**src/rtl/sp_threadgroup_acc_if.sv**
```systemverilog
`default_nettype none
// ============================================================================
// Module      : sp_threadgroup_acc_if
// Description : Tile control, beat stream and result handshake bundle for
//               the sparse thread-group accumulator.
// Revision    : 1.0 - initial release
// ============================================================================
interface sp_threadgroup_acc_if #(
    parameter int NUM_WG = 2,
    parameter int NUM_AG = 2,
    parameter int ACC_W  = 16,
    parameter int KLEN_W = 8
);
    localparam int NDP = NUM_WG * NUM_AG;

    logic                    start;
    logic                    cfg_sparse;
    logic [KLEN_W-1:0]       k_len;
    logic [NDP*ACC_W-1:0]    psum_in;
    logic                    busy;
    logic                    in_valid;
    logic                    in_ready;
    logic [NUM_WG*32-1:0]    weight;
    logic [NUM_WG*8-1:0]     weight_idx;
    logic [NUM_AG*64-1:0]    act;
    logic                    out_valid;
    logic                    out_ready;
    logic [NDP*ACC_W-1:0]    result;
    logic [NDP-1:0]          sat_flag;

    modport master (
        output start, cfg_sparse, k_len, psum_in,
        output in_valid, weight, weight_idx, act,
        output out_ready,
        input  busy, in_ready, out_valid, result, sat_flag
    );

    modport slave (
        input  start, cfg_sparse, k_len, psum_in,
        input  in_valid, weight, weight_idx, act,
        input  out_ready,
        output busy, in_ready, out_valid, result, sat_flag
    );
endinterface
`default_nettype wire

```
**src/rtl/sp_threadgroup_acc.sv**
```systemverilog
`default_nettype none
// ============================================================================
// Module      : sp_threadgroup_acc
// Description : Array of 4-lane dot-product units with 2:4 sparse / dense
//               activation select, 2-stage pipeline, saturating K reduction.
// Revision    : 1.0 - initial release
// ============================================================================
module sp_threadgroup_acc #(
    parameter int NUM_WG = 2,
    parameter int NUM_AG = 2,
    parameter int ACC_W  = 16,
    parameter int KLEN_W = 8
) (
    input  wire logic          clk,
    input  wire logic          rst,
    sp_threadgroup_acc_if.slave bus
);
    localparam int c_NDP   = NUM_WG * NUM_AG;
    localparam int c_SUM_W = 18;
    localparam int c_EXT_W = ((ACC_W > c_SUM_W) ? ACC_W : c_SUM_W) + 1;
    localparam logic signed [c_EXT_W-1:0] c_MAX =
        {{(c_EXT_W-ACC_W+1){1'b0}}, {(ACC_W-1){1'b1}}};
    localparam logic signed [c_EXT_W-1:0] c_MIN =
        {{(c_EXT_W-ACC_W+1){1'b1}}, {(ACC_W-1){1'b0}}};

    typedef enum logic [1:0] {
        ST_IDLE  = 2'd0,
        ST_RUN   = 2'd1,
        ST_DRAIN = 2'd2,
        ST_DONE  = 2'd3
    } state_t;

    state_t                      r_state;
    state_t                      w_state_nxt;
    logic                        r_sparse;
    logic [KLEN_W-1:0]           r_klen;
    logic [KLEN_W-1:0]           r_cnt;
    logic                        r_drain;
    logic                        w_start_ok;
    logic                        w_accept;
    logic                        w_last;

    logic [2:0]                  w_lane    [NUM_WG][4];
    logic signed [15:0]          w_prod    [c_NDP][4];
    logic signed [15:0]          r_prod    [c_NDP][4];
    logic                        r_s1_valid;
    logic signed [c_SUM_W-1:0]   w_sum     [c_NDP];
    logic signed [c_EXT_W-1:0]   w_acc_ext [c_NDP];
    logic signed [ACC_W-1:0]     w_acc_nxt [c_NDP];
    logic                        w_clamp   [c_NDP];
    logic signed [ACC_W-1:0]     r_acc     [c_NDP];
    logic [c_NDP-1:0]            r_sat;

    function automatic logic signed [15:0] f_mul(input logic signed [7:0] a,
                                                 input logic signed [7:0] b);
        logic signed [15:0] ax;
        logic signed [15:0] bx;
        ax = 16'(a);
        bx = 16'(b);
        return ax * bx;
    endfunction

    assign w_start_ok = (r_state == ST_IDLE) && bus.start;
    assign w_accept   = (r_state == ST_RUN) && bus.in_valid;
    assign w_last     = w_accept && (r_cnt == (r_klen - 1'b1));

    // ------------------------------------------------------------------
    // Control FSM
    // ------------------------------------------------------------------
    always_ff @(posedge clk) begin
        if (rst) begin
            r_state <= ST_IDLE;
        end else begin
            r_state <= w_state_nxt;
        end
    end

    always_comb begin
        w_state_nxt = r_state;
        case (r_state)
            ST_IDLE: begin
                if (bus.start) begin
                    w_state_nxt = (bus.k_len == '0) ? ST_DONE : ST_RUN;
                end
            end
            ST_RUN: begin
                if (w_last) begin
                    w_state_nxt = ST_DRAIN;
                end
            end
            ST_DRAIN: begin
                if (r_drain) begin
                    w_state_nxt = ST_DONE;
                end
            end
            ST_DONE: begin
                if (bus.out_ready) begin
                    w_state_nxt = ST_IDLE;
                end
            end
            default: w_state_nxt = ST_IDLE;
        endcase
    end

    // r_drain marks the second DRAIN cycle, by which time stage 2 has retired
    always_ff @(posedge clk) begin
        if (rst) begin
            r_sparse <= 1'b0;
            r_klen   <= '0;
            r_cnt    <= '0;
            r_drain  <= 1'b0;
        end else begin
            if (w_start_ok) begin
                r_sparse <= bus.cfg_sparse;
                r_klen   <= bus.k_len;
                r_cnt    <= '0;
            end else if (w_accept) begin
                r_cnt <= r_cnt + 1'b1;
            end
            r_drain <= (r_state == ST_DRAIN) ? ~r_drain : 1'b0;
        end
    end

    // ------------------------------------------------------------------
    // Stage 1: activation select and products
    // ------------------------------------------------------------------
    // Sparse weights 0-1 index lanes 0-3 and weights 2-3 index lanes 4-7.
    always_comb begin
        for (int w = 0; w < NUM_WG; w++) begin
            for (int j = 0; j < 4; j++) begin
                w_lane[w][j] = r_sparse ? {(j >= 2), bus.weight_idx[w*8 + 2*j +: 2]}
                                        : 3'(j);
            end
        end
    end

    always_comb begin
        for (int w = 0; w < NUM_WG; w++) begin
            for (int a = 0; a < NUM_AG; a++) begin
                for (int j = 0; j < 4; j++) begin
                    w_prod[w*NUM_AG + a][j] =
                        f_mul(bus.weight[w*32 + 8*j +: 8],
                              bus.act[a*64 + 8*int'(w_lane[w][j]) +: 8]);
                end
            end
        end
    end

    always_ff @(posedge clk) begin
        if (rst) begin
            r_s1_valid <= 1'b0;
        end else begin
            r_s1_valid <= w_accept;
        end
    end

    always_ff @(posedge clk) begin
        if (w_accept) begin
            r_prod <= w_prod;
        end
    end

    // ------------------------------------------------------------------
    // Stage 2: reduce and saturating accumulate
    // ------------------------------------------------------------------
    always_comb begin
        for (int d = 0; d < c_NDP; d++) begin
            w_sum[d] = c_SUM_W'(r_prod[d][0]) + c_SUM_W'(r_prod[d][1])
                     + c_SUM_W'(r_prod[d][2]) + c_SUM_W'(r_prod[d][3]);
            w_acc_ext[d] = c_EXT_W'(r_acc[d]) + c_EXT_W'(w_sum[d]);
            w_clamp[d]   = 1'b0;
            if (w_acc_ext[d] > c_MAX) begin
                w_acc_nxt[d] = c_MAX[ACC_W-1:0];
                w_clamp[d]   = 1'b1;
            end else if (w_acc_ext[d] < c_MIN) begin
                w_acc_nxt[d] = c_MIN[ACC_W-1:0];
                w_clamp[d]   = 1'b1;
            end else begin
                w_acc_nxt[d] = w_acc_ext[d][ACC_W-1:0];
            end
        end
    end

    always_ff @(posedge clk) begin
        if (rst) begin
            for (int d = 0; d < c_NDP; d++) begin
                r_acc[d] <= '0;
            end
            r_sat <= '0;
        end else if (w_start_ok) begin
            for (int d = 0; d < c_NDP; d++) begin
                r_acc[d] <= bus.psum_in[d*ACC_W +: ACC_W];
            end
            r_sat <= '0;
        end else if (r_s1_valid) begin
            for (int d = 0; d < c_NDP; d++) begin
                r_acc[d] <= w_acc_nxt[d];
                r_sat[d] <= r_sat[d] | w_clamp[d];
            end
        end
    end

    // ------------------------------------------------------------------
    // Outputs
    // ------------------------------------------------------------------
    assign bus.busy      = (r_state != ST_IDLE);
    assign bus.in_ready  = (r_state == ST_RUN);
    assign bus.out_valid = (r_state == ST_DONE);
    assign bus.sat_flag  = r_sat;

    generate
        for (genvar d = 0; d < c_NDP; d++) begin : g_result
            assign bus.result[d*ACC_W +: ACC_W] = r_acc[d];
        end
    endgenerate
endmodule
`default_nettype wire

```
**src/flat_wrapper.sv**
```systemverilog
// flat-port wrapper written by rule: the top's interface ports become plain ports
module sp_threadgroup_acc_flat 
#(
    parameter int NUM_WG = 2,
    parameter int NUM_AG = 2,
    parameter int ACC_W  = 16,
    parameter int KLEN_W = 8
)
  (clk, rst, bus_start, bus_cfg_sparse, bus_k_len, bus_psum_in, bus_in_valid, bus_weight, bus_weight_idx, bus_act, bus_out_ready, bus_busy, bus_in_ready, bus_out_valid, bus_result, bus_sat_flag);
  sp_threadgroup_acc_if #(.NUM_WG(NUM_WG), .NUM_AG(NUM_AG), .ACC_W(ACC_W), .KLEN_W(KLEN_W)) bus_i ();
  input  wire logic clk;
  input  wire logic rst;
  input wire logic [$bits(bus_i.start)-1:0] bus_start;
  input wire logic [$bits(bus_i.cfg_sparse)-1:0] bus_cfg_sparse;
  input wire logic [$bits(bus_i.k_len)-1:0] bus_k_len;
  input wire logic [$bits(bus_i.psum_in)-1:0] bus_psum_in;
  input wire logic [$bits(bus_i.in_valid)-1:0] bus_in_valid;
  input wire logic [$bits(bus_i.weight)-1:0] bus_weight;
  input wire logic [$bits(bus_i.weight_idx)-1:0] bus_weight_idx;
  input wire logic [$bits(bus_i.act)-1:0] bus_act;
  input wire logic [$bits(bus_i.out_ready)-1:0] bus_out_ready;
  output wire logic [$bits(bus_i.busy)-1:0] bus_busy;
  output wire logic [$bits(bus_i.in_ready)-1:0] bus_in_ready;
  output wire logic [$bits(bus_i.out_valid)-1:0] bus_out_valid;
  output wire logic [$bits(bus_i.result)-1:0] bus_result;
  output wire logic [$bits(bus_i.sat_flag)-1:0] bus_sat_flag;
  assign bus_i.start = bus_start;
  assign bus_i.cfg_sparse = bus_cfg_sparse;
  assign bus_i.k_len = bus_k_len;
  assign bus_i.psum_in = bus_psum_in;
  assign bus_i.in_valid = bus_in_valid;
  assign bus_i.weight = bus_weight;
  assign bus_i.weight_idx = bus_weight_idx;
  assign bus_i.act = bus_act;
  assign bus_i.out_ready = bus_out_ready;
  assign bus_busy = bus_i.busy;
  assign bus_in_ready = bus_i.in_ready;
  assign bus_out_valid = bus_i.out_valid;
  assign bus_result = bus_i.result;
  assign bus_sat_flag = bus_i.sat_flag;
  sp_threadgroup_acc #(.NUM_WG(NUM_WG), .NUM_AG(NUM_AG), .ACC_W(ACC_W), .KLEN_W(KLEN_W)) u_core (.clk(clk), .rst(rst), .bus(bus_i));
endmodule
```
**config.mk**
```make
export PLATFORM = sky130hd
export DESIGN_NAME = sp_threadgroup_acc_flat
export DESIGN_NICKNAME = d
export VERILOG_FILES = /design/src/rtl/sp_threadgroup_acc_if.sv /design/src/rtl/sp_threadgroup_acc.sv /design/src/flat_wrapper.sv
export SDC_FILE = /design/constraint.sdc
export NUM_CORES = 2
export LEC_CHECK = 0
export BUFFER_PORTS_ARGS = -buffer_cell sky130_fd_sc_hd__buf_4
export CAP_MARGIN = 5
export CORE_ASPECT_RATIO = 1.25
export CORE_MARGIN = 10
export CORE_UTILIZATION = 40
export DETAILED_ROUTE_END_ITERATION = 12
export SETUP_SLACK_MARGIN = 0.15
export SLEW_MARGIN = 15
export SYNTH_ARGS = -nofsm -noshare
export SYNTH_HDL_FRONTEND = slang
export SYNTH_SLANG_ARGS = --single-unit
```
**constraint.sdc**
```tcl
create_clock -name clk -period 13 [get_ports clk]
set_input_delay 2.6 -clock clk [delete_from_list [all_inputs] [get_ports clk]]
set_output_delay 2.6 -clock clk [all_outputs]
set_load 0.02 [all_outputs]
```
Word-level counts from Yosys, hierarchy flattened:

Memory sizes are Yosys's and may differ from the RTL's.
Index checks and enable logic that the tools add are counted.

* register bits after elaboration: 281
* bits in latches: 0
* memory bits (writable): 64
* bits in read-only memories: 0
* bits of input ports: 286
* output and inout bits: 71
* word-level logic and storage cells: 168
* memories kept: 1

* $add $sub $neg: 26
* $mul: 16
* div/mod/pow operators: 0
* order comparisons: 8
* equal/unequal tests: 8
* shift-type cells: 16
* multiplexer cells: 47
* bitwise logic cells: 14
* reduce and logical (&&, ||, !) cells: 9

Memory list
* u_core.r_acc: depth 4, width 16, rd ports 4, clocked after memory_dff 0, write ports 4, line sp_threadgroup_acc.sv:51 `logic signed [ACC_W-1:0] r_acc [c_NDP];`

Operators with widths (count)
* indexed part select 128 x 9 -> 8 bit: 8
* indexed part select 128 x 6 -> 8 bit: 4
* indexed part select 128 x 7 -> 8 bit: 4
* multiplier 8 x 8 -> 16 bit: 16
* 2-to-1 mux 16 bit: 16
* adder 16 x 18 -> 19 bit: 4
* greater-than comparator 19 x 16 -> 1 bit (second input constant): 4
* < comparator 19 x 16 -> 1 bit (second input constant): 4
* adder 17 x 16 -> 18 bit: 4
* adder 18 x 16 -> 18 bit: 4
* adder 16 x 16 -> 17 bit: 4
* adder 7 x 6 -> 8 bit (first input constant): 8
* 2-to-1 mux 2 bit: 9
* 2-to-1 mux 1 bit: 17
* 2-to-1 mux 3 bit: 4
* bitwise OR 1 bit: 12
* adder 8 x 1 -> 8 bit (second input constant): 1
* == test 8 bit: 1
* logical NOT 8 bit: 1
* one-hot mux 2 bit (4 select lines): 1
* subtractor 8 x 1 -> 8 bit (second input constant): 1
* == test 2 bit (second input constant): 2
* inequality test 2 x 1 -> 1 bit (second input constant): 2
* inequality test 2 bit (second input constant): 2
* other kinds (7): 11

Logic depth before layout (Yosys ltp):

* word-level depth: 8
* depth in mapped cells: 27
* gate-level depth less buffers: 26

Least setup slack after synthesis:

No wires, ideal clock.

* path type: in2reg
* start: input port bus_in_valid
* end: register u_core.r_cnt[6]
* setup time: 0.128 ns
* arrival: 9.858 ns
* path slack: 3.014 ns
* stages on the path: 6
* buffers on the path: 0
* path through: nand2_1 > clkinv_1 > and3_1 > nand4_1 > xor2_1 > nor2_1

* word-level cells in the longest chain between the ends: 1

Ends and longest elaborated chain
* start: declaration: line flat_wrapper.sv:17 `input wire logic [$bits(bus_i.in_valid)-1:0] bus_in_valid;`
* logical AND 1 bit: line sp_threadgroup_acc.sv:64 `assign w_accept = (r_state == ST_RUN) && bus.in_valid;`
* net u_core.w_accept: line sp_threadgroup_acc.sv:40 `logic w_accept;`
* end signal: assignment: line sp_threadgroup_acc.sv:118 `r_cnt <= r_cnt + 1'b1;`
* end: declaration: line sp_threadgroup_acc.sv:37 `logic [KLEN_W-1:0] r_cnt;`

The timed path passes the listed nets, and every way through them passes these cells.
A chain may end at the register's enable or synchronous reset.

==> out/qor.txt <==
Status: finished, final reports clean
Crit. End Element: flop
Post-CTS resize count: 0
CTS tree: yes
CP max stage delay: 930 ps
Number of remaining DRC errors: 0
CP arrival: 8860 ps
Tightest Hold Check Type: flop to flop
Cell Rows: 164
Grt ovf: 0
Pins Over Slew Limit: 0
Routed Antenna Nets: 0
Final setup violation count: 0
Core ar.: 0.1596 mm²
Post-synth top cells: 1665 x inv_1, 1080 x fa_1, 549 x nand2_1
Critical Path Fanout Max: 32
Most frequent cell after synthesis: inv_1
Ys Warns: 0
CP Cell Sequence: buf_4 -> and2_1 -> nand2_1 -> a31oi_1 -> nand2_1 -> fa_1 -> fa_1 -> inv_1 -> fa_1 -> inv_1 -> fa_1 -> inv_1 -> ha_1 -> nand2b_1 -> a21boi_0 -> o311ai_0 -> a21oi_1 -> o21a_1 -> o41a_1 -> xnor2_1
RSZ-0062 raised after global routing: false
Distinct cells, synth: 84
Final hold violations: 0
Total track usage: 0.2167
Die Area: 0.1767 mm²
Number of global-route vias before repair: 49210
Clk sinks: 345
Die width: 378.0 µm
Critical path required time: 13390 ps
Max-Cap Viols: 0
#FFs+latches synth: 345
Deepest clock path buffer count: 3
Starting Density: 0.4015
Die height: 467.5 µm
P&R area growth vs syn: 10.54%
I/O pins: 357
Antenna violations before repair: 45
Avg Cell Area, Syn: 9.479 µm²
1st-iter DRT viols: 3397
Number of port buffers: 356
Async set or reset register ratio after synthesis: 0
Nets: 8963
Synthesized instance count: 6762
Leading area contributor after synthesis: fa_1
Synth top area share: 0.3373
H-Tree Depth: 2
Vias per inst: 5.133
Worst Setup Start Kind: input pin
Slowest CP cell: a31oi_1
Fin crit share: 0.6511
Synth top area cells: fa_1 34%, edfxtp_1 15%, ha_1 11%, inv_1 9.8%, and2_1 3.6%
Rel. slew slack: 0.09523
Max Clock Skew: 42.10 ps
Routability Congestion: 0.9456
EDFF count, synth: 320
CP most frequent cell: fa_1
Setup TNS: 0 ps
Final Cell Area: 0.07085 mm²
Clk Tree Root Cell: clkbuf_16
DP HPWL: 160.5 mm
Largest net degree at the start of global routing: 86
DR pass1 iterations: 6
Worst-path clk slew: 70 ps
Post-Route WL: 191.1 mm
Clock latency on the worst-skew pair: 660 ps
Crit path buf inv count: 4
CTS Buf Count: 48
Top delay family on crit path: adder cells
Netlist area before placement: 0.06410 mm²
Main synth FF type: edfxtp_1
Critical path class: input pin to flop
Sequential area share after synthesis: 0.1577
Post-CTS setup buffers: 0
Worst-margin pin slew: 1351 ps
FMAX: 118.1 MHz
Fill cell count: 15460
Via count: 47080
Routed length per instance: 20.83 µm
Fin crit period: 8464 ps
DP Area: 0.06915 mm²
Hold buffer count at CTS: 0
Share of layout cells above drive strength 1: 0.09113
Syn Nets: 8675
First-pass GRT wire length: 295.0 mm
sequential cells by signal, summed over array words and instances, names as in the netlist:
register / count
u_core.bus.sat_flag: 4
u_core.r_s1_valid: 1
u_core.r_state: 2
u_core.r_sparse: 1
u_core.r_prod: 256
u_core.r_acc: 64
u_core.r_klen: 8
u_core.r_drain: 1
u_core.r_cnt: 8
final cells by class:
class                      count  area, µm²  share of cell area
clock inverter                35      435.4            0.006146
clock buffer                  54       1224             0.01727
timing repair buffer         400       3003             0.04238
multi-input combinational   4588      47190              0.6661
sequential                   345      10110              0.1427
inverter                    1667       6265             0.08843
tap                         2075       2596             0.03665
antenna                        8      20.02           0.0002826
through the flow:
stage | util | cells | setup WS, ps | hold WS, ps
final | 0.4438 | 9172 | 4536 | 417.2
after detailed placement | 0.4332 | 9075 | 3888 | 407.1
after global routing | 0.4437 | 9166 | 4185 | 429.4
after floorplan | - | 6762 | 3014 | 392.1
after CTS | 0.4436 | 9164 | 4568 | 416.4
after global placement | 0.4332 | 9075 | 3662 | 405.2
worst register-to-register path, cell delays in order, from the launching register on:
cell	delay [ps]
dfxtp_4	640
buf_4	740
nand2_1	970
a31oi_1	1270
nand2_1	160
fa_1	500
fa_1	540
inv_1	50
fa_1	480
inv_1	50
fa_1	480
inv_1	40
ha_1	310
o21ai_0	130
a21boi_1	140
o21a_1	190
o21ai_0	170
nand2b_1	90
a21o_1	210
or4_1	400
nand4_1	130
layout by cell type, fill, tap and decap left out, types with 11 or more instances in the layout:
master        n
a221oi_1     28
o21ai_1      11
edfxtp_1    320
ha_1        547
a21o_1       93
or2_2        91
nor4_1       13
nand3_1      26
a22o_1       12
a31oi_1      64
dfxtp_1      24
a31oi_2      14
o21ai_0      98
nand4_1      23
nand2b_1    128
xnor2_1     231
a21boi_0     27
nor3_1       56
nand2_1     548
nor2b_1     321
mux4_2       25
o311a_1      14
nor2_1      176
a211oi_1     74
mux2i_1      50
clkbuf_16    48
o211ai_1     23
a221o_1      38
o21a_1       36
inv_1      1665
a21oi_1     159
and2_1      372
buf_4       400
fa_1       1080
mux2_2       12
xor2_1       71
per-layer routing:
layer	wire (µm)	GRT usage
met5	355	0
met4	6749	0.06747
met3	13970	0.04576
met2	85400	0.3417
met1	84610	0.2971
final timing paths:
path / startpoint / endpoint / slack [ps] / depth (start not counted)
worst max-delay path: bus_weight_idx[0] / u_core.r_prod[255] / 4540 / 20
worst min-delay path: u_core.r_drain / u_core.r_drain / 420 / 1
worst max register to register: u_core.r_sparse / u_core.r_prod[46] / 5140 / 20
worst min register to register: u_core.r_drain / u_core.r_drain / 420 / 1
logic make-up after synthesis:
family	share of synthesized area
buf+inv	0.1076
simple gates	0.1463
xor+xnor	0.04127
compound gates	0.08431
mux	0.01870
flops	0.1577
fa+ha+maj	0.4441
Power is left out: the tool's default activity adds up to more than one toggle a clock period on the data nets, which glitch-free logic cannot reach.
